**src/rtl/serial_add_ctrl.sv**
```systemverilog
// Bit-serial add/subtract sequencer: one full adder plus a carry flop, operands
// shifted LSB-first, ready/start request side and valid/ack result side.

module serial_add_bfa (
  input  logic a_i,
  input  logic b_i,
  input  logic c_i,
  output logic s_o,
  output logic c_o
);

  always_comb begin
    s_o = a_i ^ b_i ^ c_i;
    c_o = (a_i & b_i) | (c_i & (a_i ^ b_i));
  end

endmodule

module serial_add_ctrl #(
  parameter int unsigned WIDTH = 8,
  parameter int unsigned CNT_W = 5
) (
  input  logic             clk,
  input  logic             reset_n,
  input  logic             start,
  input  logic             sub,
  input  logic [WIDTH-1:0] a,
  input  logic [WIDTH-1:0] b,
  output logic             in_ready,
  output logic             out_valid,
  input  logic             out_ack,
  output logic [WIDTH-1:0] result,
  output logic             cout,
  output logic             ovf,
  output logic             zero
);

  typedef enum logic [1:0] {
    IDLE = 2'd0,
    RUN  = 2'd1,
    DONE = 2'd2
  } state_e;

  state_e             state_q, state_d;
  logic [CNT_W-1:0]   count_q, count_d;
  logic               carry_q, carry_d;
  logic [WIDTH-1:0]   sh_a_q, sh_a_d;
  logic [WIDTH-1:0]   sh_b_q, sh_b_d;
  logic [WIDTH-1:0]   result_q, result_d;
  logic               cout_q, cout_d;
  logic               ovf_q, ovf_d;
  logic               zero_q, zero_d;

  logic               bfa_s;
  logic               bfa_c;
  logic               last_bit;
  logic [WIDTH-1:0]   res_shift;

  serial_add_bfa u_bfa (
    .a_i (sh_a_q[0]),
    .b_i (sh_b_q[0]),
    .c_i (carry_q),
    .s_o (bfa_s),
    .c_o (bfa_c)
  );

  assign last_bit = (count_q == CNT_W'(WIDTH - 1));

  // Sum bits enter at the MSB; a single-bit result has nothing to shift down.
  if (WIDTH == 1) begin : g_res_w1
    assign res_shift = bfa_s;
  end else begin : g_res_wn
    assign res_shift = {bfa_s, result_q[WIDTH-1:1]};
  end

  always_ff @(posedge clk) begin
    if (!reset_n) begin
      state_q  <= IDLE;
      count_q  <= '0;
      carry_q  <= 1'b0;
      sh_a_q   <= '0;
      sh_b_q   <= '0;
      result_q <= '0;
      cout_q   <= 1'b0;
      ovf_q    <= 1'b0;
      zero_q   <= 1'b0;
    end else begin
      state_q  <= state_d;
      count_q  <= count_d;
      carry_q  <= carry_d;
      sh_a_q   <= sh_a_d;
      sh_b_q   <= sh_b_d;
      result_q <= result_d;
      cout_q   <= cout_d;
      ovf_q    <= ovf_d;
      zero_q   <= zero_d;
    end
  end

  always_comb begin
    state_d = state_q;
    case (state_q)
      IDLE:    if (start)    state_d = RUN;
      RUN:     if (last_bit) state_d = DONE;
      DONE:    if (out_ack)  state_d = IDLE;
      default:               state_d = IDLE;
    endcase
  end

  // Counter holds on the MSB edge so it never wraps, even at WIDTH == 2**CNT_W.
  always_comb begin
    count_d  = count_q;
    carry_d  = carry_q;
    sh_a_d   = sh_a_q;
    sh_b_d   = sh_b_q;
    result_d = result_q;
    cout_d   = cout_q;
    ovf_d    = ovf_q;
    zero_d   = zero_q;
    case (state_q)
      IDLE: begin
        if (start) begin
          sh_a_d   = a;
          sh_b_d   = b ^ {WIDTH{sub}};
          carry_d  = sub;
          count_d  = '0;
          result_d = '0;
        end
      end
      RUN: begin
        result_d = res_shift;
        sh_a_d   = sh_a_q >> 1;
        sh_b_d   = sh_b_q >> 1;
        carry_d  = bfa_c;
        if (last_bit) begin
          cout_d = bfa_c;
          ovf_d  = carry_q ^ bfa_c;
          zero_d = (res_shift == '0);
        end else begin
          count_d = count_q + 1'b1;
        end
      end
      default: ;
    endcase
  end

  always_comb begin
    in_ready  = (state_q == IDLE);
    out_valid = (state_q == DONE);
    result    = result_q;
    cout      = cout_q;
    ovf       = ovf_q;
    zero      = zero_q;
  end

endmodule

```
**config.mk**
```make
export PLATFORM = sky130hd
export DESIGN_NAME = serial_add_ctrl
export DESIGN_NICKNAME = d
export VERILOG_FILES = /design/src/rtl/serial_add_ctrl.sv
export SDC_FILE = /design/constraint.sdc
export NUM_CORES = 1
export LEC_CHECK = 0
export CORE_MARGIN = 10
export CORE_UTILIZATION = 45
export DETAILED_ROUTE_END_ITERATION = 10
export GPL_TIMING_DRIVEN = 0
export PLACE_DENSITY = 0.75
export SLEW_MARGIN = 30
export SYNTH_ARGS = -nofsm -noshare
export SYNTH_HDL_FRONTEND = slang
export SYNTH_SLANG_ARGS = --single-unit
```
**constraint.sdc**
```tcl
create_clock -name clk -period 1.5 [get_ports clk]
set_input_delay 0.3 -clock clk [delete_from_list [all_inputs] [get_ports clk]]
set_output_delay 0.3 -clock clk [all_outputs]
set_load 0.02 [all_outputs]
```
### Yosys cells after proc, flatten, opt, wreduce, memory -nomap -nowiden

Cells that the tools add are included.

| word-level totals | value |
|---|---|
| input port bits | 21 |
| bits in registers | 35 |
| word-level logic and storage cells | 46 |
| output and inout bits | 13 |

| operators by class | value |
|---|---|
| add/sub/neg operators | 1 |
| multiplexer cells | 15 |
| equality and inequality tests | 7 |
| bitwise logic cells | 7 |
| reductions and logical operators | 7 |

Operators with widths:

| operator | number |
|---|---|
| $pmux 8 s2 | 3 |
| $mux 8 | 3 |
| $mux 5 | 2 |
| $pmux 5 s2 | 1 |
| $logic_not 8->1 | 1 |
| $xor 8x8->8 | 1 |
| $mux 2 | 3 |
| $ne 2x2->1 const B | 3 |
| $pmux 2 s3 | 1 |
| $reduce_and 3->1 | 2 |
| $add 5x1->5 const B | 1 |
| $eq 5x3->1 const B | 1 |
| $reduce_and 2->1 | 2 |
| $xor 1x1->1 | 3 |
| $and 1x1->1 | 2 |
| $eq 2x1->1 const B | 1 |
| $eq 2x2->1 const B | 1 |
| $logic_not 2->1 | 1 |
| $ne 2x1->1 const B | 1 |
| $pmux 1 s2 | 1 |
| $reduce_bool 2->1 | 1 |
| $mux 1 | 1 |
| $or 1x1->1 | 1 |

### Depth between registers and ports, before layout

| logic depth | value |
|---|---|
| depth in word-level cells | 4 |
| depth in mapped cells | 5 |
| depth with buffers taken out | 5 |

### Cells and area by module

From an unflattened synthesis, not the netlist that was laid out.

| second synthesis, totals | value |
|---|---|
| cells, all modules | 181 |
| area total of the unflattened synthesis | 1596.5 sq um |

Modules (own cells, without submodules):

| module | area an instance (sq um) | instances | seq. area each (sq um) | cells each |
|---|---|---|---|---|
| serial_add_ctrl | 1576.5 | 1 | 700.7 | 180 |
| serial_add_bfa | 20.0 | 1 | 0.0 | 1 |

### Worst setup path before layout

No wires, ideal clock.

| timing | value |
|---|---|
| kind | reg-to-reg |
| start point | register count_q[0] |
| end point | register count_q[3] |
| arrival | 1465 ps |
| required time | 1425 ps |
| slack | -40 ps |
| setup time | 75 ps |
| cell stages (with the launch flop) | 6 |
| cell sequence | dfxtp_1 ha_1 nor4bb_1 buf_6 or4_1 a31oi_1 |

| between the ends | value |
|---|---|
| cells in the longest elaborated chain, start to end | 3 |
| elaborated cells between the ends (all ways) | 6 |
| classes of those cells | add/sub (1); eq/ne (2); mux (2); reduce/logical (1) |

Ends and longest elaborated chain:

| what | line | RTL |
|---|---|---|
| start: declaration | 45 | `logic [CNT_W-1:0] count_q, count_d;` |
| start signal: assignment | 89 | `count_q <= count_d;` |
| $add 5x1->5 or $eq 5x3->1 (tied branches) | 140, 67 |  |
| $mux 5 or $ne 2x2->1 (tied branches) | - |  |
| $pmux 5 s2 or $reduce_and 3->1 (tied branches) | - |  |

Several ways; a longest one is shown, not always the timed one. The select of a mux whose other input is x is not followed.
A chain may end at the register's enable or synchronous reset.

### Worst setup path in the final report

| timing | value |
|---|---|
| start point | register sh_a_q[0] |
| end point | register zero_q (netlist: zero) |

| between the ends | value |
|---|---|
| cells in the longest elaborated chain, start to end | 3 |

Ends and longest elaborated chain:

| what | line | RTL |
|---|---|---|
| start: declaration | 47 | `logic [WIDTH-1:0] sh_a_q, sh_a_d;` |
| start signal: assignment | 81 | `sh_a_q <= '0;` |
| start signal: assignment | 91 | `sh_a_q <= sh_a_d;` |
| $xor 1x1->1 (2 in a row) | 13 | `s_o = a_i ^ b_i ^ c_i;` |
| $logic_not 8->1 | 138 | `zero_d = (res_shift == '0);` |
| end signal: assignment | 96 | `zero_q <= zero_d;` |
| end: declaration | 52 | `logic zero_q, zero_d;` |

Every way passes these cells.

==> run summary <==
The run finished with clean final reports. The count of antenna diodes in the layout is 0. The max capacitance violation total came out at 0.

For the pin with the worst max-slew slack, the measured transition is 0.459 ns. The post-synthesis cell area came out at 1560 µm². The switching portion of total power is 29.0%. The cell count after synthesis came out at 181. The die area came out at 6210 µm². The critical path goes through inv_1, fa_1, nor4b_4, nand4_1, a21oi_1. 34 I/O pins were placed.

The number of nets in the synthesized netlist is between 200 and 250. The area share of the leading cell type in the synthesized netlist came out at 45.1%. The hold violation total from the final report came out at 0.

The total overflow reported by the global router came out at 0. The global-route wire length before repair came out at 6430 µm. The count of hold-fix buffers inserted at cts came out at 0.

The post-synthesis sequential element count came out at 35. The time the worst path needs with I/O delays and setup came out at 1.47 ns. The H-tree depth came out at 2. The per-cell routed wire length came out at ~15 µm.

The tightest min-delay check is of the primary input to flop type. The design area is roughly 2100 µm². The instance area after placement is 1940 µm². The horizontal extent of the die came out at 78.8 µm. The number of vias in the routed layout is 1437. The net count of the finished layout is 248.

The cell area power density came out at 901 nW/µm². Yosys printed 0 warnings. The CTS buffer count came out at 5. The residual antenna-violating net count after detailed routing is 0. The pre-CTS setup slack is -0.240 ns. After floorplanning, the core was divided into 21 placement rows. The initial antenna violation count is 0. The headroom to the max-slew limit is a little under 70%. In the finished design, the share of the clock period the worst path needs comes to 97.9%.

The worst endpoint data arrival time is ~1.8 ns. The largest stage delay on the critical path came out at ~0.59 ns. The largest net degree at the start of global routing came out at 14. The largest fanout on the critical path came out at 2.

Setup repair after global routing could not meet its margin everywhere. The peak supply drop came out at 0.599 mV. The cell type with the highest aggregate area in the netlist is sky130_fd_sc_hd__dfxtp_1. The latest clock arrival within the worst-skew pair came out at 0.35 ns. The root buffer cell is sky130_fd_sc_hd__clkbuf_4. The overall fraction of global-route tracks in use came out at 12.7%.

The count of buffers inserted at the top-level ports is 32. The kind of cell with the highest combined delay along the critical path is adder cells. The total count of max-transition violations in the final report came out at 0. The worst setup path is of the flop to flop kind. The worst hold slack after final layout came out at about 0.43 ns. The share of cells above drive strength 1 came out at 15.9%. The total power is around 1.9 mW. The total clock sinks is 35. The clock tree skew after final layout came out at 0.00848 ns. The total half-perimeter wirelength after legalization and detailed placement is 2790 µm. The startpoint class of the critical path is a flop. After floorplanning, the core was sized to cover 3340 µm². The DRC violation count after routing came out at 0. The cell with the largest stage delay on the worst path is sky130_fd_sc_hd__fa_1. The clock-pin slew on the worst setup and hold paths is 0.12 ns.

The switching power summed over all nets came out at 540 µW. The final worst setup slack came out at 0.0310 ns. The share of power burned in combinational logic came out at 17.4%. The number of iterations in the first detailed-routing pass came out at 4. Dividing the detail-routed via count by the number of cells gives between 5 and 6. The number of distinct library cells after synthesis came out at 39. The height of the die is 78.8 µm. TritonCTS built the clock tree. The total wire length after detailed routing came out at 3950 µm. The mean cell area of the mapped netlist came out at around 8.6 µm².

The worst path buffer plus inverter count came out at 1. The largest buffer count on any clock path came out at 2. The count of endpoints failing setup in the final report came out at 0. For this configuration, the core starts out at a cell density of roughly 47%. The final weighted congestion in routability-driven placement came out at 0.793. The power share of the sequential group is 53.8%. The signed area change from the synthesized netlist to the final layout is 33.1%.

The leakage power is 0.790 nW. STA classifies the critical path endpoint as a flop. The critical path data required time came out at 1.78 ns. The clock network accounts for 28.9% of the total power. Ranked by total cell area, the synthesized netlist is headed by sky130_fd_sc_hd__dfxtp_1 (45%), sky130_fd_sc_hd__a21oi_1 (5.8%), sky130_fd_sc_hd__xnor2_1 (4.5%), sky130_fd_sc_hd__nor2_1 (4.1%), sky130_fd_sc_hd__a22oi_1 (3.9%). The via count of the first global-routing pass is 1382.

The share of the yosys chip area belonging to registers is between 40% and 50%. The internal power consumption is 1.32 mW. Based on the critical path, the design can be clocked at up to 681 MHz. The first routing iteration left 130 violations.
## cells in the mapped netlist
| cell | number |
|---|---|
| sky130_fd_sc_hd__a211oi_1 | 7 |
| sky130_fd_sc_hd__a21oi_1 | 18 |
| sky130_fd_sc_hd__a221oi_1 | 2 |
| sky130_fd_sc_hd__a22oi_1 | 8 |
| sky130_fd_sc_hd__a2bb2oi_1 | 1 |
| sky130_fd_sc_hd__a311o_1 | 1 |
| sky130_fd_sc_hd__a31oi_1 | 4 |
| sky130_fd_sc_hd__and2b_1 | 1 |
| sky130_fd_sc_hd__buf_2 | 7 |
| sky130_fd_sc_hd__buf_6 | 1 |
| sky130_fd_sc_hd__clkbuf_1 | 4 |
| sky130_fd_sc_hd__clkbuf_2 | 1 |
| sky130_fd_sc_hd__clkinv_1 | 1 |
| sky130_fd_sc_hd__dfxtp_1 | 35 |
| sky130_fd_sc_hd__fa_1 | 1 |
| sky130_fd_sc_hd__ha_1 | 1 |
| sky130_fd_sc_hd__inv_1 | 3 |
| sky130_fd_sc_hd__nand2_1 | 16 |
| sky130_fd_sc_hd__nand2b_1 | 1 |
| sky130_fd_sc_hd__nand3_1 | 8 |
| sky130_fd_sc_hd__nand4_1 | 2 |
| sky130_fd_sc_hd__nand4b_1 | 1 |
| sky130_fd_sc_hd__nand4bb_1 | 1 |
| sky130_fd_sc_hd__nor2_1 | 17 |
| sky130_fd_sc_hd__nor2b_1 | 2 |
| sky130_fd_sc_hd__nor3b_1 | 1 |
| sky130_fd_sc_hd__nor3b_2 | 1 |
| sky130_fd_sc_hd__nor4_1 | 1 |
| sky130_fd_sc_hd__nor4b_1 | 1 |
| sky130_fd_sc_hd__nor4bb_1 | 1 |
| sky130_fd_sc_hd__o21a_1 | 1 |
| sky130_fd_sc_hd__o21ai_0 | 8 |
| sky130_fd_sc_hd__o21ai_1 | 9 |
| sky130_fd_sc_hd__o21ba_2 | 1 |
| sky130_fd_sc_hd__o21bai_1 | 1 |
| sky130_fd_sc_hd__or3_1 | 2 |
| sky130_fd_sc_hd__or4_1 | 1 |
| sky130_fd_sc_hd__xnor2_1 | 8 |
| sky130_fd_sc_hd__xor2_1 | 1 |
## cell families (layout without fill, tap and decap cells)
group	after synthesis	in the layout	synth area share [%]
compound gates	61	61	24.1
xor+xnor	9	9	5.07
fa+ha+maj	2	2	2.09
buf+inv	17	62	5.23
flops	35	35	45.1
simple gates	57	57	18.5
## metrics by stage
| stage | TNS, ns | util [%] | cells |
|---|---|---|---|
| floorplan | 0 | - | 181 |
| global route | -0.0904 | 62.0 | 272 |
| detailed placement | -4.68 | 58.0 | 259 |
| CTS | 0 | 60.2 | 269 |
| global placement | -3.93 | 58.0 | 259 |
| finish | 0 | 62.0 | 272 |
## routing by layer
layer / share of wire (%) / GRT usage [%] / wire [µm]
met1: 44 / 15.4 / 1730
met2: 50 / 20.5 / 1960
met3: 4.9 / 2.93 / 194
met4: 1.5 / 6.27 / 59
met5: 0 / 0 / 0
## cells in the final DEF, fill, tap and decap left out, types with 2 or more instances in the layout
cell type	instances
sky130_fd_sc_hd__nand2_1	16
sky130_fd_sc_hd__a21oi_1	18
sky130_fd_sc_hd__xnor2_1	8
sky130_fd_sc_hd__or3_1	2
sky130_fd_sc_hd__buf_4	8
sky130_fd_sc_hd__dlygate4sd2_1	9
sky130_fd_sc_hd__inv_1	3
sky130_fd_sc_hd__a211oi_1	7
sky130_fd_sc_hd__buf_2	6
sky130_fd_sc_hd__nor2_1	17
sky130_fd_sc_hd__clkbuf_1	4
sky130_fd_sc_hd__clkinvlp_4	2
sky130_fd_sc_hd__o21ai_1	9
sky130_fd_sc_hd__o21ai_0	8
sky130_fd_sc_hd__a22oi_1	8
sky130_fd_sc_hd__nand4_1	2
sky130_fd_sc_hd__clkdlybuf4s50_1	19
sky130_fd_sc_hd__a31oi_1	4
sky130_fd_sc_hd__nand3_1	8
sky130_fd_sc_hd__dfxtp_2	4
sky130_fd_sc_hd__clkbuf_2	2
sky130_fd_sc_hd__clkbuf_4	5
sky130_fd_sc_hd__a221oi_1	2
sky130_fd_sc_hd__dfxtp_1	31
## flip-flops by register name, indices dropped and copies added (netlist names)
name,cells
cout,1
state_q,2
result,8
ovf,1
sh_b_q,8
sh_a_q,8
zero,1
count_q,5
carry_q,1
## worst paths after layout
path,startpoint,to,slack (ns),depth (start not counted)
worst max register to register,sh_a_q[0]$_SDFFE_PN0P_,zero$_SDFFE_PN0P_,0.03,5
worst max-delay path,sh_a_q[0]$_SDFFE_PN0P_,zero$_SDFFE_PN0P_,0.03,5
worst min-delay path,sub,carry_q$_SDFFE_PN0P_,0.43,3
worst min register to register,sh_b_q[7]$_SDFFE_PN0P_,sh_b_q[7]$_SDFFE_PN0P_,0.46,2
## tightest hold or removal path: cells and delay by family
kind,cells,cell delay [ns]
compound gates,2,0.24
buf+inv,1,0.20
## what timing repair did
item,4_1_cts,5_1_grt
endpoints found under the setup margin,17,18
pin swaps,1,4
resized for setup,25,14
setup buffers,2,3
## final cells by class
| cell class | count | area [µm²] |
|---|---|---|
| fillers | 333 | 1270 |
| multi-input cells | 129 | 822 |
| flip-flops and latches | 35 | 706 |
| repair buffers | 37 | 337 |
| plain buffers | 13 | 71.3 |
| well taps | 46 | 57.6 |
| clock buffers | 5 | 37.5 |
| clock inverters | 3 | 23.8 |
| inverters | 4 | 15.0 |
## power by group through the flow
stage	registers (mW)	logic [mW]	clock network, mW
after global placement	1.02	0.290	0
final	1.00	0.324	0.539
after global routing	1.01	0.362	0.581
after CTS	1.00	0.299	0.546
after detailed placement	1.02	0.293	0
after floorplan	1.02	0.180	0
Note: power is estimated with default switching activity, not from simulation.
